**src/rtl/apb_ctrl_pkg.sv**
```systemverilog
// Shared state encoding, default widths and index-width helper for the APB master arbiter.
package apb_ctrl_pkg;

  typedef enum logic [1:0] {
    IDLE   = 2'd0,
    SETUP  = 2'd1,
    ACCESS = 2'd2
  } apb_state_e;

  localparam int DEF_NUM_REQ = 4;
  localparam int DEF_ADDR_W  = 8;
  localparam int DEF_DATA_W  = 32;

  function automatic int owner_w(input int n);
    return (n > 1) ? $clog2(n) : 1;
  endfunction

  localparam int DEF_OWNER_W = owner_w(DEF_NUM_REQ);

endpackage

```
**src/rtl/apb_rr_arbiter.sv**
```systemverilog
// Round-robin pick: searches from the requester after the last winner; pointer moves on grant_en.
module apb_rr_arbiter
  import apb_ctrl_pkg::*;
#(
  parameter int NUM_REQ = DEF_NUM_REQ,
  parameter int IDX_W   = owner_w(NUM_REQ)
) (
  input  logic               PCLK,
  input  logic               PRESETn,
  input  logic [NUM_REQ-1:0] valid,
  input  logic               grant_en,
  output logic [NUM_REQ-1:0] grant_oh,
  output logic [IDX_W-1:0]   grant_idx,
  output logic               any_valid
);

  logic [IDX_W-1:0] ptr;

  always_comb begin
    int cand;
    cand      = 0;
    grant_oh  = '0;
    grant_idx = '0;
    any_valid = 1'b0;
    for (int off = 1; off <= NUM_REQ; off++) begin
      cand = (int'(ptr) + off) % NUM_REQ;
      if (!any_valid && valid[IDX_W'(cand)]) begin
        any_valid                  = 1'b1;
        grant_oh[IDX_W'(cand)]     = 1'b1;
        grant_idx                  = IDX_W'(cand);
      end
    end
  end

  // Reset pointer to the last requester so requester 0 wins first.
  always_ff @(posedge PCLK or negedge PRESETn) begin
    if (!PRESETn) begin
      ptr <= IDX_W'(NUM_REQ - 1);
    end else if (grant_en) begin
      ptr <= grant_idx;
    end
  end

endmodule

```
**src/rtl/apb_master_arbiter.sv**
```systemverilog
// APB master controller sharing one slave port among NUM_REQ requesters (round-robin).
// Define APB_TIMEOUT_EN to end ACCESS with an error after TIMEOUT_CYCLES without PREADY.
module apb_master_arbiter
  import apb_ctrl_pkg::*;
#(
  parameter int NUM_REQ        = DEF_NUM_REQ,
  parameter int ADDR_W         = DEF_ADDR_W,
  parameter int DATA_W         = DEF_DATA_W,
  parameter int IDLE_CYCLES    = 0,
  parameter int TIMEOUT_CYCLES = 16
) (
  input  logic                      PCLK,
  input  logic                      PRESETn,
  input  logic [NUM_REQ-1:0]        req_valid,
  input  logic [NUM_REQ-1:0]        req_write,
  input  logic [NUM_REQ*ADDR_W-1:0] req_addr,
  input  logic [NUM_REQ*DATA_W-1:0] req_wdata,
  output logic [NUM_REQ-1:0]        req_ready,
  output logic [NUM_REQ-1:0]        rsp_valid,
  output logic [DATA_W-1:0]         rsp_rdata,
  output logic                      rsp_err,
  output logic                      PSEL,
  output logic                      PENABLE,
  output logic                      PWRITE,
  output logic [ADDR_W-1:0]         PADDR,
  output logic [DATA_W-1:0]         PWDATA,
  input  logic                      PREADY,
  input  logic [DATA_W-1:0]         PRDATA,
  input  logic                      PSLVERR
);
  // state  | meaning
  // IDLE   | PSEL low; arbitrate once the idle counter has expired
  // SETUP  | PSEL=1, PENABLE=0; address/control already latched
  // ACCESS | PSEL=1, PENABLE=1; wait for PREADY (or timeout)

  localparam int IDX_W = owner_w(NUM_REQ);
  localparam int IC_W  = (IDLE_CYCLES > 1) ? $clog2(IDLE_CYCLES) : 1;

  if (NUM_REQ < 2 || NUM_REQ > 8 || IDLE_CYCLES < 0 || TIMEOUT_CYCLES < 1) begin : g_bad_params
    $error("apb_master_arbiter: unsupported parameter set");
  end

  apb_state_e       state, next_state;
  logic [IC_W-1:0]  idle_cnt;
  logic [IDX_W-1:0] owner;
  logic [NUM_REQ-1:0] win_oh;
  logic [IDX_W-1:0] win_idx;
  logic             any_win;
  logic             arb_en;
  logic             grant;
  logic             done;
  logic             timeout;

  logic [ADDR_W-1:0] addr_arr  [NUM_REQ];
  logic [DATA_W-1:0] wdata_arr [NUM_REQ];

  for (genvar i = 0; i < NUM_REQ; i++) begin : g_unpack
    assign addr_arr[i]  = req_addr[i*ADDR_W +: ADDR_W];
    assign wdata_arr[i] = req_wdata[i*DATA_W +: DATA_W];
  end

  apb_rr_arbiter #(
    .NUM_REQ (NUM_REQ),
    .IDX_W   (IDX_W)
  ) u_arb (
    .PCLK      (PCLK),
    .PRESETn   (PRESETn),
    .valid     (req_valid),
    .grant_en  (grant),
    .grant_oh  (win_oh),
    .grant_idx (win_idx),
    .any_valid (any_win)
  );

`ifdef APB_TIMEOUT_EN
  localparam int TO_W = (TIMEOUT_CYCLES > 1) ? $clog2(TIMEOUT_CYCLES) : 1;
  logic [TO_W-1:0] wait_cnt;

  // Loaded in SETUP so it reads zero on the TIMEOUT_CYCLES-th ACCESS cycle.
  always_ff @(posedge PCLK or negedge PRESETn) begin
    if (!PRESETn) begin
      wait_cnt <= '0;
    end else if (state == SETUP) begin
      wait_cnt <= TO_W'(TIMEOUT_CYCLES - 1);
    end else if (state == ACCESS && wait_cnt != '0) begin
      wait_cnt <= wait_cnt - 1'b1;
    end
  end

  assign timeout = (state == ACCESS) && !PREADY && (wait_cnt == '0);
`else
  assign timeout = 1'b0;
`endif

  assign done      = (state == ACCESS) && (PREADY || timeout);
  assign grant     = arb_en && any_win;
  assign req_ready = grant ? win_oh : '0;
  assign PSEL      = (state != IDLE);
  assign PENABLE   = (state == ACCESS);

  always_ff @(posedge PCLK or negedge PRESETn) begin
    if (!PRESETn) begin
      state <= IDLE;
    end else begin
      state <= next_state;
    end
  end

  always_comb begin
    next_state = state;
    arb_en     = 1'b0;
    case (state)
      IDLE: begin
        arb_en = (idle_cnt == '0);
        if (arb_en && any_win) next_state = SETUP;
      end
      SETUP: next_state = ACCESS;
      ACCESS: begin
        if (done) begin
          if (IDLE_CYCLES == 0) begin
            arb_en     = 1'b1;
            next_state = any_win ? SETUP : IDLE;
          end else begin
            next_state = IDLE;
          end
        end
      end
      default: next_state = IDLE;
    endcase
  end

  always_ff @(posedge PCLK or negedge PRESETn) begin
    if (!PRESETn) begin
      PADDR     <= '0;
      PWRITE    <= 1'b0;
      PWDATA    <= '0;
      owner     <= '0;
      idle_cnt  <= '0;
      rsp_valid <= '0;
      rsp_rdata <= '0;
      rsp_err   <= 1'b0;
    end else begin
      rsp_valid <= '0;
      rsp_rdata <= '0;
      rsp_err   <= 1'b0;
      if (done) begin
        rsp_valid[owner] <= 1'b1;
        rsp_err          <= PSLVERR || timeout;
        if (!PWRITE && !timeout) rsp_rdata <= PRDATA;
      end
      if (grant) begin
        PADDR  <= addr_arr[win_idx];
        PWDATA <= wdata_arr[win_idx];
        PWRITE <= req_write[win_idx];
        owner  <= win_idx;
      end
      if (done && IDLE_CYCLES > 0) begin
        idle_cnt <= IC_W'(IDLE_CYCLES - 1);
      end else if (state == IDLE && idle_cnt != '0) begin
        idle_cnt <= idle_cnt - 1'b1;
      end
    end
  end

endmodule

```
**config.mk**
```make
export PLATFORM = sky130hd
export DESIGN_NAME = apb_master_arbiter
export DESIGN_NICKNAME = d
export VERILOG_FILES = /design/src/rtl/apb_ctrl_pkg.sv /design/src/rtl/apb_rr_arbiter.sv /design/src/rtl/apb_master_arbiter.sv
export SDC_FILE = /design/constraint.sdc
export NUM_CORES = 1
export LEC_CHECK = 0
export BUFFER_PORTS_ARGS = -buffer_cell sky130_fd_sc_hd__buf_2
export CORE_AREA = 2 2 112 114
export CTS_BUF_LIST = sky130_fd_sc_hd__clkbuf_4 sky130_fd_sc_hd__clkbuf_8
export CTS_CLUSTER_SIZE = 24
export DETAILED_ROUTE_END_ITERATION = 10
export DIE_AREA = 0 0 114 116
export GPL_ROUTABILITY_DRIVEN = 0
export HOLD_SLACK_MARGIN = 0.15
export PLACE_DENSITY = 0.82
export REMOVE_ABC_BUFFERS = 1
export SKIP_CTS_REPAIR_TIMING = 1
export SYNTH_ARGS = -nofsm -noshare
export SYNTH_HDL_FRONTEND = slang
export SYNTH_SLANG_ARGS = --single-unit
export TNS_END_PERCENT = 50
```
**constraint.sdc**
```tcl
create_clock -name PCLK -period 8.2 [get_ports PCLK]
set_input_delay 0.41 -clock PCLK [delete_from_list [all_inputs] [get_ports PCLK]]
set_output_delay 0.41 -clock PCLK [all_outputs]
set_load 0.02 [all_outputs]
```
======== Yosys cells after proc, flatten, opt, wreduce, memory -nomap -nowiden ========
Cells that the tools add are included.
word-level totals
  bits in registers ....................... 85
  latch bits .............................. 0
  memory bits (writable) .................. 0
  memory bits (read-only) ................. 0
  bits of input ports ..................... 204
  output and inout bits ................... 84
  logic and storage cells ................. 107
  memories kept ........................... 0
cells by class
  $add $sub $neg .......................... 5
  multipliers ............................. 0
  div/mod/pow operators ................... 0
  magnitude comparators ................... 12
  equal/unequal tests ..................... 4
  shift operators ......................... 0
  multiplexer cells ....................... 53
  bitwise operators ....................... 5
  reductions and logical operators ........ 18
operator list
  operator                                                            count
  2-to-1 mux 32 bit                                                   4
  binary-select mux 32 bit (select 2 bit)                             1
  2-to-1 mux 4 bit                                                    6
  2-to-1 mux 1 bit                                                    21
  binary-select mux 8 bit (select 2 bit)                              1
  less-than comparator 2 x 4 -> 1 bit (second input constant)         4
  2-to-1 mux 8 bit                                                    2
  logical AND 1 bit                                                   12
  2-to-1 mux 2 bit                                                    6
  OR 4 bit                                                            3
  binary-select mux 1 bit (select 2 bit)                              5
  demux 1 bit (select 2 bit)                                          5
  greater-or-equal comparator 2 x 1 -> 1 bit (second input constant)  5
  less-than comparator 2 x 3 -> 1 bit (second input constant)         2
  one-hot mux 2 bit (3 select lines)                                  1
  adder 2 x 1 -> 2 bit (second input constant)                        2
  adder 2 bit (second input constant)                                 2
  greater-or-equal comparator 3 bit (second input constant)           1
  logical NOT 1 bit                                                   3
  inverter 2 -> 3 bit                                                 1
  == test 2 x 1 -> 1 bit (second input constant)                      1
  == test 2 bit (second input constant)                               1
  logical NOT 2 bit                                                   1
  != test 2 x 1 -> 1 bit (second input constant)                      1
  6 further kinds                                                     6

======== Longest topological paths before layout ========
Gate-level depths: netlist of run 1.
  depth in word-level cells ............... 18
  mapped depth ............................ 13

======== Hierarchy ========
A second synthesis of run 1 with hierarchy kept.
second synthesis, totals
  cells, all modules ...................... 302
  area total of the unflattened synthesis .. 4601.9 µm²
by module, submodules not included
  module              instances  cells each  area each (µm²)  seq. area each (µm²)
  apb_master_arbiter  1          240         4017.6           2077.0
  apb_rr_arbiter      1          62          584.3            52.6

======== Least setup slack after synthesis of run 1 ========
Ideal clock, no wire load.
  path kind ............................... reg2reg
  start point ............................. register u_arb.ptr[0]
  end point ............................... register PWDATA[30]
  library setup time ...................... 161 ps
  data arrival time ....................... 2794 ps
  setup slack ............................. 5245 ps
  stages on the path, launching flop included .. 14
  path buffers ............................ 5
  period minus slack after synthesis ...... 2955 ps
  cells stage by stage .................... dfstp_2 > buf_6 > buf_2 > inv_1 > ha_1 > clkbuf_2 > mux4_2 > nor2b_1 > o21ai_2 > mux2_2 > buf_6 > buf_6 > mux2i_1 > o221ai_1
on the way
  longest elaborated chain between the ends .. 18
  elaborated cells on any way between the ends .. 35
  classes of those cells .................. 4 x add/sub; 23 x mux; 1 x bitwise; 7 x reduce/logical
RTL lines
  what                                                  RTL line                   source
  from (decl)                                           apb_rr_arbiter.sv:17       logic [IDX_W-1:0] ptr;
  from (signal assigned)                                apb_rr_arbiter.sv:38       ptr <= IDX_W'(NUM_REQ - 1);
  from (signal assigned)                                apb_rr_arbiter.sv:40       ptr <= grant_idx;
  adder 2 x 1 -> 2 bit                                  apb_rr_arbiter.sv:26       cand = (int'(ptr) + off) % NUM_REQ;
  binary-select mux 1 bit (select 2 bit)                apb_rr_arbiter.sv:27       if (!any_valid && valid[IDX_W'(cand)]) begin
  2-to-1 mux 1 bit (implied by the code) (2 in a row)   apb_rr_arbiter.sv:27
  2-to-1 mux 1 bit                                      apb_rr_arbiter.sv:27
  logical NOT 1 bit                                     apb_rr_arbiter.sv:27
  logical AND 1 bit                                     apb_rr_arbiter.sv:27
  2-to-1 mux 1 bit                                      apb_rr_arbiter.sv:27
  logical NOT 1 bit                                     apb_rr_arbiter.sv:27
  logical AND 1 bit                                     apb_rr_arbiter.sv:27
  2-to-1 mux 1 bit                                      apb_rr_arbiter.sv:27
  logical NOT 1 bit                                     apb_rr_arbiter.sv:27
  logical AND 1 bit                                     apb_rr_arbiter.sv:27
  2-to-1 mux 2 bit                                      apb_rr_arbiter.sv:27
  inverter 2 -> 3 bit (implied by the code)             apb_master_arbiter.sv:153  PWDATA <= wdata_arr[win_idx];
  binary-select mux 32 bit (select 2 bit)               apb_master_arbiter.sv:153
  2-to-1 mux 32 bit (implied by the code) (2 in a row)  apb_master_arbiter.sv:153
  to (signal assigned)                                  apb_master_arbiter.sv:153
  to (decl)                                             apb_master_arbiter.sv:26   output logic [DATA_W-1:0] PWDATA,
Several ways; a longest one is shown, not always the timed one. The select of a mux whose other input is x is not followed.
A chain may end at the register's enable or synchronous reset.

======== Worst setup path in the final report of run 1 ========
  start point ............................. register u_arb.ptr[0]
  end point ............................... output port req_ready[3]
on the way
  longest elaborated chain between the ends .. 16
  elaborated cells on any way between the ends .. 55
  classes of those cells .................. 4 x add/sub; 8 x order compare; 29 x mux; 3 x bitwise; 11 x reduce/logical
RTL lines
  what                                                                          RTL line                  source
  branches (longest 15 deep; another with less-than comparator 2 x 4 -> 1 bit)  -
  2-to-1 mux 4 bit *                                                            apb_master_arbiter.sv:97  assign req_ready = grant ? win_oh : '0;
  to (decl)                                                                     apb_master_arbiter.sv:18  output logic [NUM_REQ-1:0] req_ready,
Every way passes the cells marked *. The select of a mux whose other input is x is not followed.

==> results.sh, run 1 <==
export IMPL_overflow=0
export IMPL_crit_slowest_cell="buf_4"
export IMPL_cts_buffers=9
export IMPL_area_growth_pct=31.9
export IMPL_startpoint="u_arb.ptr[0]"
export IMPL_antenna_found_initial=1
export IMPL_grt_pass1_wl_um=25600
export IMPL_finClkSkew_ps=22.2
export IMPL_setup_tns_ps=0
export IMPL_synthCells=520
export IMPL_fin_cells=932
export IMPL_hold_viol=0
export IMPL_ys_warn_count=0
export IMPL_crit_type="reg -> out"
export IMPL_cts_sinks=85
export IMPL_synth_area_mm2=0.00520
export IMPL_wl_per_cell_um=18.2
export IMPL_cts_root_buf="clkbuf_8"
export IMPL_synth_top_family_by_area="multiplexers"
export IMPL_use_met1=0.282
export IMPL_vias=5241
export IMPL_routed_wl_um=16900
export IMPL_fin_crit_sh=0.443
export IMPL_synth_main_ff_cell="dfrtp_1"
export IMPL_route_antenna_remaining_nets=0
export IMPL_tightest_slew_ps=976
export IMPL_placed_cells=914
export IMPL_leakage_nw=3.74
export IMPL_synth_compound_area_share=0.188
export IMPL_synthArstFlopShare=1.00
export IMPL_fmax_ghz=0.276
export IMPL_chipHeight_um=116
export IMPL_slew_violations=0
export IMPL_rows=40
export IMPL_met3_usage=0.0539
export IMPL_drive_above_1_share=0.417
export IMPL_syn_avg_cell_area_um2=10.0
export IMPL_min_period_ps=3630
export IMPL_drc=0
export IMPL_yosysMostFrequentCell="mux2i_1"
export IMPL_htreeDepth=3
export IMPL_yosysTopAreaCell="dfrtp_1"
export IMPL_slew_headroom=0.349
export IMPL_clk_pin_slew_ps=100
export IMPL_top_usage_layer="met2"
export IMPL_cts_tree="done"
export IMPL_fp_coreArea_mm2=0.0119
export IMPL_synthMuxAreaShare=0.193
export IMPL_worstPathArrival_ps=3220
export IMPL_synthXorXnorAreaFrac=0.00169
export IMPL_cp_end_kind="primary output"
export IMPL_dp_hpwl_um=12200
export IMPL_cap_violations=0
export IMPL_cp_start_kind="flip-flop"
export IMPL_grt_max_degree=81
export IMPL_synth_area_top_cells="dfrtp_1 (40%), mux2i_1 (17%), a221o_1 (6.2%), nand2_1 (5.8%), o211ai_1 (4.8%)"
export IMPL_critPathRequiredTime_ps=7790
export IMPL_ys_ff_latch=85
export IMPL_grt_util_all_layers=0.249
export IMPL_met2_usage=0.453
export IMPL_ir_worst_vdd_uv=462
export IMPL_setup_viol=0
export IMPL_worstHoldStart="PRDATA[12]"
export IMPL_worstHoldPathType="in -> reg"
export IMPL_numPortBuffers=287
export IMPL_initial_core_util=0.436
export IMPL_reg2reg_from="u_arb.ptr[0]"
export IMPL_crit_top_cell="buf_4"
export IMPL_slowest_delay_ps=660
export IMPL_clockBufferDepth=2
export IMPL_synth_edf_count=0
export IMPL_synthTopCellsByCount="mux2i_1 (89), dfrtp_1 (83), nand2_1 (80)"
export IMPL_ff2ff_path_depth=6
export IMPL_grt_pass1_vias=5130
export IMPL_drt_first_pass_iters=6
export IMPL_path_cells="buf_4 > mux4_2 > o21ai_4 > buf_4 > a31oi_1 > buf_2"
export IMPL_clk_latency_ps=370
export IMPL_status="complete, no violations"
export IMPL_power_mw=2.87
export IMPL_io_pins=288
export IMPL_drt_iter0_drc=326
export IMPL_layout_nets=991
export IMPL_ys_seq_area_frac=0.410
export IMPL_fp_dieArea_mm2=0.0132
export IMPL_p_per_area_mw_per_mm2=419
export IMPL_synth_simple_area_share=0.133
export IMPL_synth_cell_types=44
export IMPL_crit_path_max_fanout=80
export IMPL_whs_path_depth=2
export IMPL_synth_top_area_frac=0.400
export IMPL_dieWidth_um=114
export IMPL_yosys_area_share_adder=0.0193
export IMPL_rsz0062_at_grt="no"
export IMPL_via_per_inst=5.62
metrics by stage:
stage	utilization	area, um^2	setup WS (ps)	hold slack, ps
final	0.576	6860	4570	248
after global routing	0.575	6850	4390	233
after CTS	0.574	6840	4550	-86.2
after detailed placement	0.559	6660	4640	316
after global placement	0.559	6660	4690	317
after floorplan	-	4930	2800	114
flip-flops by register name, summed over array words and instances (netlist names):
| register | cells |
|---|---|
| rsp_valid | 4 |
| rsp_err | 1 |
| idle_cnt | 1 |
| state | 2 |
| u_arb.ptr | 2 |
| PADDR | 8 |
| owner | 2 |
| rsp_rdata | 32 |
| PWDATA | 32 |
| PWRITE | 1 |
metal layers:
layer / vias up / routed length (um)
met1: 2505 / 6370
met4: 0 / 465
met5: - / 0
li1: 2423 / -
met3: 37 / 1330
met2: 276 / 8780
report_power, final:
part	leakage (nW)	internal [mW]	total (mW)	switching, mW
Sequential	1.10	0.569	0.654	0.0853
Combinational	2.55	0.758	1.93	1.17
Clock	0.0928	0.119	0.287	0.168
Total	3.75	1.45	2.87	1.42
critical path, delay by kind of cell (launching register included):
kind | cells | cell delay, ps
AOI/OAI and AO/OA | 2 | 490
muxes | 1 | 480
DFF | 1 | 530
buffers and inverters | 3 | 1330
final timing paths:
| path | endpoint | slack [ps] |
|---|---|---|
| max in group asynchronous | PWDATA[12] | 6600 |
| worst min-delay path | rsp_rdata[12] | 250 |
| min in group asynchronous | rsp_rdata[1] | 480 |
| worst min register to register | PWDATA[22] | 490 |
| worst max-delay path | req_ready[3] | 4570 |
| worst max register to register | PWDATA[13] | 4630 |
cell families (layout without fill, tap and decap cells):
| logic type | after synthesis | count (layout) |
|---|---|---|
| muxes | 96 | 96 |
| DFF | 85 | 85 |
| buffers and inverters | 53 | 317 |
| AOI/OAI and AO/OA | 132 | 132 |
| other | 0 | 1 |
| and+or+nand+nor | 145 | 145 |
| adders and majority gates | 8 | 8 |
| xor gates and xnor gates | 1 | 1 |
cell type report:
class | count | area, um^2
fillers | 1080 | 5060
multi-input cells | 382 | 2830
flip-flops and latches | 85 | 2130
repair buffers | 296 | 1510
well taps | 147 | 184
clock buffers | 10 | 131
clock inverters | 6 | 53.8
inverters | 5 | 18.8
diodes | 1 | 2.50
placed cells by master, fill, tap and decap left out, drive strengths merged, types with 2 or more instances in the layout:
master / count
and2: 34
o21a: 2
mux2i: 89
clkinv: 2
clkbuf: 10
nor2b: 6
a31oi: 2
mux4: 3
dfstp: 2
a221o: 32
and3: 4
nand2b: 2
or2: 2
dfrtp: 83
o311ai: 2
buf: 295
o211ai: 33
ha: 8
a21oi: 35
nor2: 11
nand2: 80
o2111ai: 2
mux2: 4
o221ai: 11
o21ai: 10
inv: 8
nor3: 3
No activity file was read; power rests on OpenSTA's default activity.
==> run 2: changes to the inputs <==
--- a/config.mk
+++ b/config.mk
@@ -6,14 +6,14 @@
 export NUM_CORES = 1
 export LEC_CHECK = 0
 export BUFFER_PORTS_ARGS = -buffer_cell sky130_fd_sc_hd__buf_2
-export CORE_AREA = 2 2 112 114
+export CORE_MARGIN = 2
+export CORE_UTILIZATION = 42
 export CTS_BUF_LIST = sky130_fd_sc_hd__clkbuf_4 sky130_fd_sc_hd__clkbuf_8
 export CTS_CLUSTER_SIZE = 24
 export DETAILED_ROUTE_END_ITERATION = 10
-export DIE_AREA = 0 0 114 116
 export GPL_ROUTABILITY_DRIVEN = 0
 export HOLD_SLACK_MARGIN = 0.15
-export PLACE_DENSITY = 0.82
+export PLACE_DENSITY = 0.83
 export REMOVE_ABC_BUFFERS = 1
 export SKIP_CTS_REPAIR_TIMING = 1
 export SYNTH_ARGS = -nofsm -noshare
==> constraint.sdc (replaced) <==
create_clock -name PCLK -period 3.27 [get_ports PCLK]
set_input_delay 0.1635 -clock PCLK [delete_from_list [all_inputs] [get_ports PCLK]]
set_output_delay 0.1635 -clock PCLK [all_outputs]
set_load 0.02 [all_outputs]
==> results.sh, run 2 (synthesized netlist as in run 1, its figures left out) <==
export IMPL_crit_path_max_fanout=31
export IMPL_cts_sinks=85
export IMPL_p_per_area_mw_per_mm2=953
export IMPL_status="complete, no violations"
export IMPL_slew_violations=0
export IMPL_power_mw=7.73
export IMPL_fin_crit_sh=0.916
export IMPL_htreeDepth=3
export IMPL_via_per_inst=5.68
export IMPL_rows=40
export IMPL_top_regs="PWDATA (32), rsp_rdata (32), PADDR (8)"
export IMPL_slew_headroom=0.423
export IMPL_overflow=0
export IMPL_fmax_ghz=0.334
export IMPL_min_period_ps=2990
export IMPL_clockBufferDepth=2
export IMPL_rsz0062_at_grt="no"
export IMPL_most_common_layout_cells="buf_2 (286), dlygate4sd3_1 (112), mux2i_1 (89), dfrtp_1 (83), nand2_1 (80)"
export IMPL_ir_worst_vdd_uv=752
export IMPL_whs_ps=112
export IMPL_cp_start_kind="flip-flop"
export IMPL_tightest_slew_ps=866
export IMPL_dieWidth_um=115
export IMPL_final_common_cell="buf_2"
export IMPL_route_antenna_remaining_nets=0
export IMPL_drt_first_pass_iters=7
export IMPL_critPathRequiredTime_ps=3510
export IMPL_ff2ff_path_depth=9
export IMPL_cts_root_buf="clkbuf_8"
export IMPL_cts_tree="done"
export IMPL_setup_ws_ps=275
export IMPL_fp_dieArea_mm2=0.0133
export IMPL_cap_violations=0
export IMPL_drc=0
export IMPL_antenna_found_initial=1
export IMPL_chipHeight_um=115
export IMPL_placed_cells=944
export IMPL_worstPathArrival_ps=3240
export IMPL_drive_above_1_share=0.371
export IMPL_preCtsSetupSlack_ps=151
export IMPL_leakage_nw=4.28
export IMPL_vias=6099
export IMPL_fp_coreArea_mm2=0.0121
export IMPL_finClkSkew_ps=12.5
export IMPL_crit_type="reg -> reg"
export IMPL_io_pins=288
export IMPL_clk_latency_ps=380
export IMPL_dp_hpwl_um=12400
export IMPL_setup_viol=0
export IMPL_drt_iter0_drc=677
export IMPL_worstHoldPathType="in -> reg"
export IMPL_grt_max_degree=67
export IMPL_cp_end_kind="flip-flop"
export IMPL_initial_core_util=0.431
export IMPL_clk_pin_slew_ps=90
export IMPL_grt_pass1_wl_um=25400
export IMPL_whs_path_depth=3
export IMPL_grt_util_all_layers=0.247
export IMPL_area_growth_pct=56.0
export IMPL_grt_pass1_vias=4970
export IMPL_fin_cells=1073
export IMPL_routed_wl_um=21400
export IMPL_hold_viol=0
export IMPL_numPortBuffers=287
export IMPL_wl_per_cell_um=19.9
export IMPL_layout_nets=1111
export IMPL_cts_buffers=9
==> run 2: cell count changes in the layout (fill, tap and decap cells not counted), moves of 2 or more <==
cell and change:
buf_12 +2, buf_4 +7, dlygate4sd3_1 +111, inv_6 +2, clkinv_4 -2
==> run 2: power breakdown <==
| group | internal [mW] | total (mW) | switching, mW |
|---|---|---|---|
| registers | 1.43 | 1.66 | 0.235 |
| logic | 2.12 | 5.26 | 3.14 |
| clock network | 0.363 | 0.806 | 0.443 |
==> run 2: cell type report <==
cell class / count / area (um^2)
antenna: 1 / 2.50
timing repair buffer: 416 / 2710
clock inverter: 7 / 77.6
tap: 168 / 210
clock buffer: 9 / 124
fill: 858 / 3950
sequential: 85 / 2130
inverter: 5 / 18.8
multi-input combinational: 382 / 2840
==> run 2: final timing paths <==
path / start / end / slack (ps)
worst max-delay path: u_arb.ptr[0] / PWDATA[25] / 280
worst min-delay path: req_addr[4] / PADDR[4] / 110
worst max register to register: u_arb.ptr[0] / PWDATA[25] / 280
worst min register to register: idle_cnt / idle_cnt / 500
max in group asynchronous: PRESETn / PWDATA[19] / 1940
min in group asynchronous: PRESETn / rsp_rdata[6] / 480
==> run 2: per-layer routing <==
| layer | GRT usage | vias up | wire length, um |
|---|---|---|---|
| met5 | 0 | - | 5 |
| met4 | 0.104 | 2 | 922 |
| met3 | 0.0511 | 85 | 1980 |
| met2 | 0.420 | 452 | 10600 |
| met1 | 0.304 | 2899 | 7880 |
| li1 | - | 2661 | - |
==> run 2: critical path, stage by stage, from the launching register on <==
cell	delay (ps)
dfstp_2	680
inv_1	100
ha_1	310
buf_4	150
mux2_2	410
o21ai_4	90
buf_4	520
mux2i_1	320
a221o_1	180
o211ai_1	80
==> run 2: per-stage QoR <==
stage               TNS, ps  utilization  instance area, um^2
floorplan            -94670            -                 4930
global placement          0        0.562                 6770
CTS                       0        0.578                 6980
detailed placement        0        0.562                 6770
finish                    0        0.672                 8110
global route              0        0.672                 8110
==> run 3: changes to the inputs <==
--- a/config.mk
+++ b/config.mk
@@ -6,14 +6,14 @@
 export NUM_CORES = 1
 export LEC_CHECK = 0
 export BUFFER_PORTS_ARGS = -buffer_cell sky130_fd_sc_hd__buf_2
-export CORE_MARGIN = 2
-export CORE_UTILIZATION = 42
+export CORE_AREA = 2 2 113 115
 export CTS_BUF_LIST = sky130_fd_sc_hd__clkbuf_4 sky130_fd_sc_hd__clkbuf_8
 export CTS_CLUSTER_SIZE = 24
 export DETAILED_ROUTE_END_ITERATION = 10
+export DIE_AREA = 0 0 115 117
 export GPL_ROUTABILITY_DRIVEN = 0
 export HOLD_SLACK_MARGIN = 0.15
-export PLACE_DENSITY = 0.83
+export PLACE_DENSITY = 0.81
 export REMOVE_ABC_BUFFERS = 1
 export SKIP_CTS_REPAIR_TIMING = 1
 export SYNTH_ARGS = -nofsm -noshare
==> constraint.sdc (replaced) <==
create_clock -name PCLK -period 2.8 [get_ports PCLK]
set_input_delay 0.14 -clock PCLK [delete_from_list [all_inputs] [get_ports PCLK]]
set_output_delay 0.14 -clock PCLK [all_outputs]
set_load 0.02 [all_outputs]
==> results.sh, run 3 (synthesized netlist as in run 1, its figures left out) <==
export IMPL_worstPathArrival_ps=2980
export IMPL_grt_util_all_layers=0.233
export IMPL_fin_crit_sh=0.989
export IMPL_crit_path_max_fanout=34
export IMPL_top_regs="PWDATA (32), rsp_rdata (32), PADDR (8)"
export IMPL_numPortBuffers=287
export IMPL_grt_max_degree=86
export IMPL_drc=0
export IMPL_clk_latency_ps=360
export IMPL_met2_usage=0.431
export IMPL_dieWidth_um=115
export IMPL_chipHeight_um=117
export IMPL_final_common_cell="buf_2"
export IMPL_hold_end="PWDATA[18]"
export IMPL_cts_tree="done"
export IMPL_cts_buffers=9
export IMPL_worstHoldStart="req_wdata[50]"
export IMPL_fp_coreArea_mm2=0.0123
export IMPL_whs_path_depth=3
export IMPL_reg2reg_from="u_arb.ptr[0]"
export IMPL_antenna_found_initial=1
export IMPL_initial_core_util=0.422
export IMPL_worstHoldPathType="in -> reg"
export IMPL_route_antenna_remaining_nets=0
export IMPL_clk_pin_slew_ps=110
export IMPL_wl_per_cell_um=19.5
export IMPL_power_mw=9.10
export IMPL_slew_violations=0
export IMPL_vias=6080
export IMPL_worstReg2RegEnd="PADDR[2]"
export IMPL_routed_wl_um=21000
export IMPL_drt_iter0_drc=620
export IMPL_cp_start_kind="flip-flop"
export IMPL_rrSetupSlack_ps=30
export IMPL_slowest_delay_ps=610
export IMPL_top_usage_layer="met2"
export IMPL_setup_viol=0
export IMPL_use_met1=0.270
export IMPL_path_cells="inv_1 > ha_4 > mux4_2 > nor2b_1 > o21ai_4 > mux2_4 > buf_12 > mux2i_1 > o221ai_1"
export IMPL_cp_end_kind="flip-flop"
export IMPL_post_route_util=0.674
export IMPL_fmax_ghz=0.361
export IMPL_most_common_layout_cells="buf_2 (286), dlygate4sd3_1 (126), mux2i_1 (87), dfrtp_1 (83), nand2_1 (80)"
export IMPL_leakage_nw=4.36
export IMPL_io_pins=288
export IMPL_min_period_ps=2770
export IMPL_area_growth_pct=59.6
export IMPL_htreeDepth=3
export IMPL_finClkSkew_ps=18.5
export IMPL_clockBufferDepth=2
export IMPL_crit_slowest_cell="dfstp_2"
export IMPL_overflow=0
export IMPL_layout_nets=1133
export IMPL_ff2ff_path_depth=9
export IMPL_ir_worst_vdd_uv=1070
export IMPL_cts_sinks=85
export IMPL_grt_pass1_wl_um=24200
export IMPL_dp_hpwl_um=12400
export IMPL_drt_first_pass_iters=6
export IMPL_cts_root_buf="clkbuf_8"
export IMPL_tightest_slew_ps=1080
export IMPL_met3_usage=0.0479
export IMPL_via_per_inst=5.65
export IMPL_fp_dieArea_mm2=0.0135
export IMPL_hold_viol=0
export IMPL_rows=41
export IMPL_p_per_area_mw_per_mm2=1100
export IMPL_grt_pass1_vias=4871
export IMPL_drive_above_1_share=0.375
export IMPL_status="complete, no violations"
export IMPL_cap_violations=0
export IMPL_critPathRequiredTime_ps=3010
export IMPL_crit_type="reg -> reg"
export IMPL_slew_headroom=0.281
[run 3: changes by cell type in the layout (fill, tap and decap cells not counted), moves of 2 or more]
cell           before  now
buf_4              16   22
buf_8               0    2
clkinv_4            0    2
dlygate4sd3_1     112  126
mux2i_1            89   87
mux2i_2             0    2
[run 3: final cells by class]
class | instances | area (um^2)
Antenna cell | 1 | 2.50
Inverter | 5 | 18.8
Clock buffer | 10 | 131
Tap cell | 150 | 188
Sequential cell | 85 | 2130
Multi-Input combinational cell | 382 | 2850
Timing Repair Buffer | 438 | 2930
Clock inverter | 6 | 52.6
Fill cell | 892 | 4020
[run 3: per-stage QoR]
stage | instances | hold WS (ps) | setup TNS, ps | setup slack [ps] | instance area (um^2)
floorplan | 472 | -156 | -118070 | -2600 | 4930
global placement | 933 | 347 | 0 | 163 | 6810
detailed placement | 933 | 350 | 0 | 102 | 6810
CTS | 949 | -33.3 | -125 | -74.3 | 6990
global route | 1077 | 137 | -176 | -74.7 | 8300
finish | 1077 | 109 | 0 | 31.1 | 8300
[run 3: critical path, delay by kind of cell, from the launching register on]
family | cells | cell delay (ps)
multiplexers | 3 | 890
flip-flops | 1 | 610
adder cells (fa/ha/maj) | 1 | 300
buffers and inverters | 2 | 290
AO/OA/AOI/OAI | 2 | 260
AND/OR/NAND/NOR | 1 | 220
[run 3: how the worst max path moves through the flow]
stage	startpoint	end	cells after the start
floorplan	u_arb.ptr[0]	PADDR[2]	8
detailed placement	u_arb.ptr[0]	PWDATA[4]	9
finish	u_arb.ptr[0]	PADDR[2]	9
CTS	u_arb.ptr[0]	req_ready[2]	10
global route	u_arb.ptr[0]	PADDR[2]	9
global placement	u_arb.ptr[0]	PWDATA[0]	8
[run 3: per-layer routing]
layer / vias to the layer above / wire length [um]
li1: 2710 / -
met1: 2888 / 7780
met2: 398 / 10600
met3: 84 / 1790
met4: 0 / 802
met5: - / 0
[run 3: where the power goes]
part           leakage (nW)  switching [mW]  internal, mW  total, mW
Clock                0.0957           0.504         0.349      0.853
Sequential             1.10           0.243          1.67       1.91
Combinational          3.17            3.68          2.66       6.34
